## config.mk

```make
export PLATFORM = sky130hd
export DESIGN_NAME = puf_response_voter
export DESIGN_NICKNAME = d
export VERILOG_FILES = /design/src/rtl/puf_voter_pkg.sv /design/src/rtl/puf_response_voter_vote_counter.sv /design/src/rtl/puf_response_voter.sv
export SDC_FILE = /design/constraint.sdc
export NUM_CORES = 1
export LEC_CHECK = 0
export CORE_MARGIN = 1
export CORE_UTILIZATION = 55
export CTS_CLUSTER_SIZE = 25
export DETAILED_ROUTE_END_ITERATION = 7
export PLACE_DENSITY = 0.88
export SLEW_MARGIN = 20
export SYNTH_ARGS = -nofsm -noshare
export SYNTH_HDL_FRONTEND = slang
export SYNTH_SLANG_ARGS = --single-unit
export TNS_END_PERCENT = 5
```

## constraint.sdc

```tcl
create_clock -name Clk -period 2.8 [get_ports Clk]
set_input_delay 0.28 -clock Clk [delete_from_list [all_inputs] [get_ports Clk]]
set_output_delay 0.28 -clock Clk [all_outputs]
set_load 0.05 [all_outputs]
```

## src/rtl/puf_voter_pkg.sv

```systemverilog
// Shared types and default sizing for the PUF response majority voter.
// Used by puf_response_voter and vote_counter.
package puf_voter_pkg;

  typedef enum logic [1:0] {
    IDLE    = 2'd0,
    COLLECT = 2'd1,
    DECIDE  = 2'd2,
    DONE    = 2'd3
  } state_t;

  localparam int DEF_RESP_W    = 8;
  localparam int DEF_NUM_EVALS = 15;
  localparam int DEF_KEY_WORDS = 4;

  // Width needed to count 0..num_evals inclusive.
  function automatic int cnt_width(input int num_evals);
    return $clog2(num_evals + 1);
  endfunction

  // Word index width; a single-word key still gets a 1-bit index.
  function automatic int idx_width(input int key_words);
    return (key_words > 1) ? $clog2(key_words) : 1;
  endfunction

  localparam int DEF_CNT_W = cnt_width(DEF_NUM_EVALS);
  localparam int DEF_IDX_W = idx_width(DEF_KEY_WORDS);

endpackage

```

## src/rtl/puf_response_voter_vote_counter.sv

```systemverilog
// vote_counter: per-bit ones counter for temporal majority voting.
// Optional macro STABILITY_FLAG_EN adds the unanimity flag output.
module vote_counter
  import puf_voter_pkg::*;
#(
  parameter int NUM_EVALS = DEF_NUM_EVALS,
  parameter int CNT_W     = cnt_width(NUM_EVALS)
) (
  input  logic             Clk,
  input  logic             Rst_n,
  input  logic             clear,
  input  logic             inc,
  output logic [CNT_W-1:0] count,
  output logic             majority
`ifdef STABILITY_FLAG_EN
  ,
  output logic             unanimous
`endif
);

  // Count evaluations that returned 1; clear wins over increment.
  always_ff @(posedge Clk or negedge Rst_n) begin
    if (!Rst_n) begin
      count <= '0;
    end else if (clear) begin
      count <= '0;
    end else if (inc) begin
      count <= count + 1'b1;
    end
  end

  // Strict majority over an odd number of evaluations.
  assign majority = (count > CNT_W'(NUM_EVALS / 2));

`ifdef STABILITY_FLAG_EN
  // All evaluations agreed: the bit never flipped.
  assign unanimous = (count == '0) || (count == CNT_W'(NUM_EVALS));
`endif

endmodule

```

## src/rtl/puf_response_voter.sv

```systemverilog
// puf_response_voter: majority-votes NUM_EVALS DAPUF evaluations per word,
// packs KEY_WORDS voted words into a key, offers it on valid/ready.
// Optional macro STABILITY_FLAG_EN adds unstable_mask (bits that flipped).
//
// Handshake: key_valid rises in DONE and holds with key_out frozen until the
// cycle where key_valid && key_ready; the FSM is back in IDLE on the next cycle.
module puf_response_voter
  import puf_voter_pkg::*;
#(
  parameter  int RESP_W    = DEF_RESP_W,
  parameter  int NUM_EVALS = DEF_NUM_EVALS,
  parameter  int KEY_WORDS = DEF_KEY_WORDS,
  localparam int KEY_W     = RESP_W * KEY_WORDS,
  localparam int CNT_W     = cnt_width(NUM_EVALS),
  localparam int IDX_W     = idx_width(KEY_WORDS)
) (
  input  logic              Clk,
  input  logic              Rst_n,
  input  logic              start,
  input  logic              resp_valid,
  input  logic [RESP_W-1:0] resp_in,
  input  logic              key_ready,
  output logic              busy,
  output logic [IDX_W-1:0]  word_idx,
  output logic              key_valid,
  output state_t            dbg_state,
  output logic [KEY_W-1:0]  key_out
`ifdef STABILITY_FLAG_EN
  ,
  output logic [KEY_W-1:0]  unstable_mask
`endif
);

  state_t            state, state_nxt;
  logic [CNT_W-1:0]  eval_cnt;
  logic              sample;
  logic              clear_cnt;
  logic              last_eval;
  logic              last_word;
  logic [RESP_W-1:0] voted;
  logic [CNT_W-1:0]  ones [RESP_W];
  logic              unused_ones;
`ifdef STABILITY_FLAG_EN
  logic [RESP_W-1:0] stable;
`endif

  // A sample counts only while collecting and while the word still has room.
  assign sample    = (state == COLLECT) && resp_valid && (eval_cnt < CNT_W'(NUM_EVALS));
  assign last_eval = (eval_cnt == CNT_W'(NUM_EVALS - 1));
  assign last_word = (word_idx == IDX_W'(KEY_WORDS - 1));
  assign clear_cnt = ((state == IDLE) && start) || (state == DECIDE);
  assign dbg_state = state;

  genvar b;
  generate
    for (b = 0; b < RESP_W; b++) begin : g_bit
      vote_counter #(
        .NUM_EVALS (NUM_EVALS),
        .CNT_W     (CNT_W)
      ) u_cnt (
        .Clk       (Clk),
        .Rst_n     (Rst_n),
        .clear     (clear_cnt),
        .inc       (sample & resp_in[b]),
        .count     (ones[b]),
        .majority  (voted[b])
`ifdef STABILITY_FLAG_EN
        ,
        .unanimous (stable[b])
`endif
      );
    end
  endgenerate

  // Per-bit counts are only observed through the majority/unanimity flags.
  always_comb begin
    unused_ones = 1'b0;
    for (int i = 0; i < RESP_W; i++) unused_ones = unused_ones ^ (^ones[i]);
  end

  // FSM state register.
  always_ff @(posedge Clk or negedge Rst_n) begin
    if (!Rst_n) state <= IDLE;
    else        state <= state_nxt;
  end

  // FSM next-state and status outputs.
  always_comb begin
    state_nxt = state;
    busy      = 1'b0;
    key_valid = 1'b0;
    case (state)
      IDLE: begin
        if (start) state_nxt = COLLECT;
      end
      COLLECT: begin
        busy = 1'b1;
        if (sample && last_eval) state_nxt = DECIDE;
      end
      DECIDE: begin
        busy      = 1'b1;
        state_nxt = last_word ? DONE : COLLECT;
      end
      DONE: begin
        key_valid = 1'b1;
        if (key_ready) state_nxt = IDLE;
      end
      default: state_nxt = IDLE;
    endcase
  end

  // Evaluation counter for the current word.
  always_ff @(posedge Clk or negedge Rst_n) begin
    if (!Rst_n)         eval_cnt <= '0;
    else if (clear_cnt) eval_cnt <= '0;
    else if (sample)    eval_cnt <= eval_cnt + 1'b1;
  end

  // Word index: restarts at a new key, advances after each non-final decision.
  always_ff @(posedge Clk or negedge Rst_n) begin
    if (!Rst_n)                                word_idx <= '0;
    else if ((state == IDLE) && start)         word_idx <= '0;
    else if ((state == DECIDE) && !last_word)  word_idx <= word_idx + 1'b1;
  end

  // Key register: voted word lands in its slot during DECIDE, otherwise held.
  always_ff @(posedge Clk or negedge Rst_n) begin
    if (!Rst_n)                 key_out <= '0;
    else if (state == DECIDE)   key_out[word_idx*RESP_W +: RESP_W] <= voted;
  end

`ifdef STABILITY_FLAG_EN
  // Mark bits whose evaluations disagreed at least once.
  always_ff @(posedge Clk or negedge Rst_n) begin
    if (!Rst_n)                 unstable_mask <= '0;
    else if (state == DECIDE)   unstable_mask[word_idx*RESP_W +: RESP_W] <= ~stable;
  end
`endif

endmodule
```

==> results list, run 1 <==
* Startpoint of the worst setup timing path: dbg_state[1]
* First-pass GRT wire length: 11.5 mm
- TritonCTS built the clock tree.
* Number of synthesized flops with an enable pin: 0
- Post-synthesis area per instance: 11.5 um^2
- Area of the core: 5990 um^2
- Fraction of layout cells with a size suffix above 1: 10.1%
- Worst Setup Path Type: flip-flop to primary output
- Vias in the first global route: 2372
* Number of cells traversed by the worst register-to-register path: 6
* Sinks on the clock net: 72
- Largest net degree at the start of global routing: 73
* Setup-violating endpoint count in the final report: 0
- For the worst setup path, the data required time is 2520 ps.
- Async S/R FF share, synth: 100%
- In the post-route analysis, the smallest setup slack over all paths is 537 ps.
- 51 I/O pins were placed.
- Final clock period utilization by the worst path: 80.8%
- In this run the number of H-tree levels came out at 3.
* Vias after detailed routing: 2419
* Leak: 1.88 nW
- The endpoint identified for the worst register-to-register timing path is g_bit[0].u_cnt.count[2].
- Final estimated routing congestion in global placement: 0.825
* Synth Instances: 300
- Most area-hungry cell type in the Yosys netlist: sky130_fd_sc_hd__dfrtp_1
- Clk buf depth: 2
- Setup repair after global routing left no endpoint under its margin.
* Post-Synthesis Cell Area: 3440 um^2
* Number of antenna violations at the first check in global routing: 0
* Most common flop cell mapped by yosys: sky130_fd_sc_hd__dfrtp_1
- Worst Max-Slew Pin Slew: 510 ps
* Top cells by area, synth: sky130_fd_sc_hd__dfrtp_1 52%, sky130_fd_sc_hd__a22o_1 8.1%, sky130_fd_sc_hd__ha_1 7.6%
- IR analysis of the VDD net gives a maximum drop of 519 uV.
- For this run, the slowest stage of the critical path takes 790 ps.
* Kind of start point of the critical path: flip-flop
- Clock-pin slew was measured on the worst setup and hold paths at 90 ps.
* Root buffer cell: sky130_fd_sc_hd__clkbuf_8
- Once the floorplan was initialized, standard cells occupied 57.5% of the core.
- After detailed routing, the number of remaining DRC violations is 0.
- Counting every net in the synthesized netlist gives 334.
* Vert. Die Dim: 81.1 um
* Worst-case clock skew: 9.88 ps
- After detailed routing, the average wire length per cell comes to 16.0 um.
- Cell area power density: 753 nW/um^2
- The worst setup path is captured at a primary output.
- Total global routing track utilization: 23.9%
* Tmin final: 2260 ps
* Dpl hpwl: 4.68 mm
- Global routing consumed, on the met3 layer, 4.27% of the routing resources.
- In the layout the commonest cells are 72 x sky130_fd_sc_hd__dfrtp_1, 49 x sky130_fd_sc_hd__clkdlybuf4s50_1, 37 x sky130_fd_sc_hd__nor2_1.
* DRT Wirelength: 6.91 mm
- Number of placement rows: 28
- The area growth from synthesis to layout is 22.1%.
- Post-synth cell types: 34
* Slew Viols, Final: 0
- End point of the critical path: busy
- Global routing consumed, on the met1 layer, 29.3% of the routing resources.
* Class of the tightest hold or removal check: input port to async pin
- Prior to clock tree synthesis, the placed netlist has a worst setup slack of 905 ps.
- Antenna Violating Nets Remaining: 0
* Number of buffer cells added on primary ports: 50
* Number of buffers inserted to repair setup after CTS: 0
- Biggest fanout along the worst timing path: 5
- Yosys printed 0 warnings.
- Net count of the finished layout: 385
- Die Outline Area: 6580 um^2
* Cell area after layout: 4210 um^2
* Post-DR vias/cell: 5.61
- The top cell type by area accounts for 52.3% of the synthesized area.
- Power comes to 3.17 mW.
- Data arrives at the worst endpoint at 1980 ps.
- Hold is met by 470 ps.
- Across the run, the number of max-cap violations was 0.
* Number of gates resized after cts: 0
* Worst slew slack as a fraction of its limit: 65.9%
- Ant diodes: 0
- Worst R2R Setup Slack: 870 ps
- The total overflow left after global routing is 0.
* Cell with the biggest individual delay on the critical path: sky130_fd_sc_hd__clkdlybuf4s50_1
- Launch instance of the worst register-to-register path: dbg_state[1]
* #FFs+latches synth: 72
- Traced cell by cell, the critical path runs through inv_1, ha_1, clkdlybuf4s50_1.
- Clock insertion delay at the later pin of the skew report: 360 ps
* Routing layer with the top usage in global route: met2
- In the global route stage, met2 resource usage came out at 41.4%.
- Commonest non-fill, non-tap cell in the layout: sky130_fd_sc_hd__dfrtp_1
- Static timing analysis puts the maximum clock frequency at 442 MHz.
- Summing the sequential cell areas from Yosys gives 52.3% of the chip area.
- Detailed Route Iter0 Violations: 146
- Fill cells in the final layout number 433.
- The run finished with clean final reports.
- Total cell area at the placement stage: 3970 um^2
- The number of clock buffers added by TritonCTS is 9.
* Summed negative setup slack over all endpoints: 0 ps
* Final count of hold timing violations: 0
- In this run the horizontal extent of the chip is 81.1 um.
- The pre-antenna-repair detailed-routing pass consisted of 4 iterations.
## metrics by stage
stage          instances  util, %
3_3_place_gp         414     66.2
6_report             431     70.2
5_1_grt              431     70.2
4_1_cts              431     70.2
2_1_floorplan        300        -
3_5_place_dp         414     66.2
## registers in the layout, summed over array words and instances, names as in the netlist
name               flops
dbg_state              2
eval_cnt               4
g_bit.u_cnt.count     32
key_out               32
word_idx               2
## metal layers
metal	up-vias	wire length, um
met5	-	0
met4	0	130
met3	11	198
met2	54	3490
met1	1198	3100
li1	1156	-
## cell type report
cell class / instances / area (um^2) / share of cell area [%]
sequential: 72 / 1800 / 42.8
multi-input combinational: 207 / 1520 / 36.1
timing repair buffer: 54 / 541 / 12.9
clock buffer: 9 / 124 / 2.95
clock inverter: 7 / 103 / 2.44
tap: 75 / 93.8 / 2.23
inverter: 7 / 26.3 / 0.625
## report_power, final
group          leakage [nW]  switching (mW)  internal [mW]  total [mW]
combinational         0.777           0.605          0.333       0.939
sequential            0.995           0.126           1.15        1.28
clock                 0.111           0.437          0.512       0.950
## how the worst min path moves through the flow
stage / from / end / slack (ps) / depth (start not counted)
after floorplan: Rst_n / dbg_state[0] / -20 / 0
after global placement: Rst_n / word_idx[0] / 330 / 2
after detailed placement: Rst_n / key_out[13] / 330 / 2
after CTS: Rst_n / dbg_state[0] / 500 / 3
after global routing: key_out[10] / key_out[10] / 520 / 1
final: Rst_n / key_out[13] / 470 / 3
## worst max-delay path: cells and delay by family, from the launching register on
kind,cells,cell delay [ps]
buffers and inverters,2,910
adders and majority gates,1,280
DFF,1,430
## cell families after synthesis
family	after synthesis	share of synthesized area, %
AND/OR/NAND/NOR	100	16.7
flip-flops	72	52.3
AO/OA/AOI/OAI	56	12.0
XOR/XNOR	28	7.12
buffers and inverters	21	3.67
adder cells (fa/ha/maj)	21	7.63
multiplexers	2	0.581
## cells in the mapped netlist (2+ instances only)
master / instances
sky130_fd_sc_hd__a21oi_1: 11
sky130_fd_sc_hd__a22o_1: 32
sky130_fd_sc_hd__and4_1: 2
sky130_fd_sc_hd__buf_2: 7
sky130_fd_sc_hd__buf_6: 3
sky130_fd_sc_hd__clkbuf_1: 2
sky130_fd_sc_hd__dfrtp_1: 72
sky130_fd_sc_hd__ha_1: 21
sky130_fd_sc_hd__inv_1: 7
sky130_fd_sc_hd__mux2i_1: 2
sky130_fd_sc_hd__nand2_1: 17
sky130_fd_sc_hd__nand3_1: 19
sky130_fd_sc_hd__nor2_1: 37
sky130_fd_sc_hd__nor3_2: 6
sky130_fd_sc_hd__nor3_4: 3
sky130_fd_sc_hd__nor3b_1: 4
sky130_fd_sc_hd__nor3b_2: 4
sky130_fd_sc_hd__o21ai_0: 8
sky130_fd_sc_hd__o31ai_1: 2
sky130_fd_sc_hd__xnor2_1: 27
## repair_timing
action | CTS | global route
setup endpoints to repair | 0 | 0
hold buffers | 1 | 0
hold endpoints to repair | 72 | 0
Power figures use the tool's default switching activity.
==> run 2, diff against run 1 <==
--- a/config.mk
+++ b/config.mk
@@ -6,10 +6,10 @@
 export NUM_CORES = 1
 export LEC_CHECK = 0
 export CORE_MARGIN = 1
-export CORE_UTILIZATION = 55
+export CORE_UTILIZATION = 54
 export CTS_CLUSTER_SIZE = 25
 export DETAILED_ROUTE_END_ITERATION = 7
-export PLACE_DENSITY = 0.88
+export PLACE_DENSITY = 0.87
 export SLEW_MARGIN = 20
 export SYNTH_ARGS = -nofsm -noshare
 export SYNTH_HDL_FRONTEND = slang
==> constraint.sdc (replaced) <==
create_clock -name Clk -period 2.1 [get_ports Clk]
set_input_delay 0.21 -clock Clk [delete_from_list [all_inputs] [get_ports Clk]]
set_output_delay 0.21 -clock Clk [all_outputs]
set_load 0.05 [all_outputs]
==> results list, run 2 (synthesis gave the netlist of run 1 again) <==
- Cells fill 70.8% of the core in the end.
* Cell area after layout: 4260 um^2
- Largest net degree at the start of global routing: 35
* Arr. time, crit path: 1760 ps
- In this run the tightest slew margin relative to its limit is 65.7%.
- Internal power contribution: 2.76 mW
* Vias in the first global route: 2436
- Clock-pin slew on the worst setup and hold paths: 70 ps
- Worst-case vdd ir drop: 756 uV
- The tightest hold path in the finished design has a slack of 352 ps.
* Number of optimization iterations in the first detailed-route pass: 4
* Final count of hold timing violations: 0
- The min-delay analysis places its worst path in the category input port to async pin.
* DRT Wirelength: 6.70 mm
- Final estimated routing congestion in global placement: 0.752
* Filler cell count in the final layout: 433
- The analysis attributes to net switching a power of 1.48 mW.
- Terminus of the critical flop-to-flop path: g_bit[0].u_cnt.count[2]
* Tmin final: 1970 ps
* Worst-case clock skew: 7.99 ps
* Number of antenna violations at the first check in global routing: 0
- In the layout the commonest cells are 72 x sky130_fd_sc_hd__dfrtp_1, 48 x sky130_fd_sc_hd__clkdlybuf4s50_1, 37 x sky130_fd_sc_hd__nor2_1.
- Worst Setup Path Type: flip-flop to primary output
- Portion of total power attributed to the clock network: 29.1%
* Sinks on the clock net: 72
- Among all stages on the critical path, the largest delay is contributed by sky130_fd_sc_hd__clkdlybuf4s50_1.
- After detailed placement, the total cell area comes to 4020 um^2.
- For this design the ratio of total power to cell area is 996 nW/um^2.
* Number of cells traversed by the worst register-to-register path: 6
- Initial core utilization: 57.2%
- Slew Viols, Final: 0
- After routing, the total negative slack on setup checks comes to 0 ps.
- Setup-violating endpoint count in the final report: 0
- Final clock period utilization by the worst path: 93.7%
* Placement Setup Slack: 172 ps
* Largest registers in the final layout: g_bit.u_cnt.count x32, key_out x32, eval_cnt x4
- Fraction of layout cells with a size suffix above 1: 11.7%
* Run status: finished, final reports clean
- The worst setup path is captured at a primary output.
- Commonest non-fill, non-tap cell in the layout: sky130_fd_sc_hd__dfrtp_1
- Worst stage delay on the critical path: 810 ps
- Dividing the detail-routed wire length by the instance count gives 15.4 um.
- Max_cap viols: 0
* Dpl hpwl: 4.80 mm
- For the worst setup path, the data required time is 1890 ps.
- For this run the aggregate overflow at the end of global routing stands at 0.
* Setup ws final: 133 ps
- Post-DR vias/cell: 5.51
- Number of placement rows: 28
- Buffers placed on the I/O ports in this run total 50.
- CTS H-Tree Depth: 3
- Clock buffer count from CTS: 9
- First-pass GRT wire length: 11.5 mm
- At the pin with the least slew margin, the transition time is 512 ps.
- The floorplan step set the die width to 81.9 um.
- Number of buffers inserted to repair setup after CTS: 0
* List of cells traversed by the critical path: ha_1, clkdlybuf4s50_1
* Die Outline Area: 6700 um^2
* Top-Level Pins: 51
* Launch instance of the worst register-to-register path: dbg_state[1]
* Combinational cell fraction of total power: 31.1%
* Vias after detailed routing: 2396
- Antenna Violating Nets Remaining: 0
- CTS placed an instance of sky130_fd_sc_hd__clkbuf_8 at the clock tree root.
- Along the worst path, the maximum fanout reaches 5.
- Portion of total power attributed to sequential cells: 39.8%
- The multi-input combinational cells in the finished layout cover a total of 1520 um^2.
- The worst register-to-register path has a setup slack of 300 ps.
- After the first detailed-routing iteration, the DRC count stood at 113.
* Clk buf depth: 2
- Net switching is 35.0% of the power.
- Unrepaired setup endpoints after global routing: false
- In the final design database the tool counted 389 nets.
- Area of the core: 6030 um^2
- Registers take 1800 um^2.
- Kind of start point of the critical path: flip-flop
- The repair_antennas step left the layout with diodes totalling 0.
- Drc violations: 0
* Clock insertion delay at the later pin of the skew report: 350 ps
- Achievable frequency: 508 MHz
- TritonCTS built the clock tree.
- In this run the vertical extent of the chip is 81.9 um.
* Area added between synthesis and finish: 23.8%
- Leak: 1.92 nW
* Total global routing track utilization: 23.1%
## run 2: cell count changes in the layout (fill, tap and decap cells not counted), moves of 2 or more
cell | previous run | this run
sky130_fd_sc_hd__buf_12 | 1 | 3
sky130_fd_sc_hd__buf_4 | 2 | 5
sky130_fd_sc_hd__clkbuf_8 | 9 | 11
sky130_fd_sc_hd__clkinv_2 | 0 | 2
sky130_fd_sc_hd__inv_6 | 3 | 0
## run 2: repair_timing
action / in CTS / in global routing
resized for setup: 0 / 1
setup endpoints to repair: 0 / 2
hold buffers: 1 / 0
hold endpoints to repair: 18 / 0
## run 2: critical path: cells and delay by family, from the launching register on
family	cells	cell delay (ps)
fa+ha+maj	1	200
flops	1	410
buf+inv	1	810
## run 2: per-stage QoR
step | std cells | power, mW
floorplan | 300 | 2.64
global placement | 418 | 2.99
detailed placement | 418 | 3.03
CTS | 435 | 4.27
global route | 435 | 4.50
finish | 435 | 4.25
## run 2: area by class of cell
type | instances | share of cell area (%)
well taps | 75 | 2.20
clock inverters | 5 | 1.85
repair buffers | 58 | 13.9
inverters | 7 | 0.616
multi-input cells | 207 | 35.6
clock buffers | 11 | 3.55
flip-flops and latches | 72 | 42.3
## run 2: routing by layer
layer | vias up | global-route usage (%) | wire length (um)
li1 | 1160 | - | -
met1 | 1155 | 30.7 | 3040
met2 | 73 | 37.5 | 3220
met3 | 8 | 3.78 | 357
met4 | 0 | 9.82 | 72
met5 | - | 0 | 0
## run 2: how the worst max path moves through the flow
stage                  from  cells past startpoint                       to
2_1_floorplan   word_idx[0]                      4               key_out[0]
3_3_place_gp     resp_valid                      5             dbg_state[1]
3_5_place_dp   dbg_state[1]                      6  g_bit[0].u_cnt.count[2]
4_1_cts        dbg_state[1]                      2                key_valid
5_1_grt        dbg_state[1]                      2                key_valid
6_report       dbg_state[1]                      2                key_valid
## run 2: power by group through the flow
stage / clock [mW] / combinational [mW] / sequential (mW)
3_3_place_gp: 0 / 1.29 / 1.70
2_1_floorplan: 0 / 0.835 / 1.80
4_1_cts: 1.25 / 1.33 / 1.69
6_report: 1.23 / 1.32 / 1.69
3_5_place_dp: 0 / 1.31 / 1.71
5_1_grt: 1.31 / 1.47 / 1.71
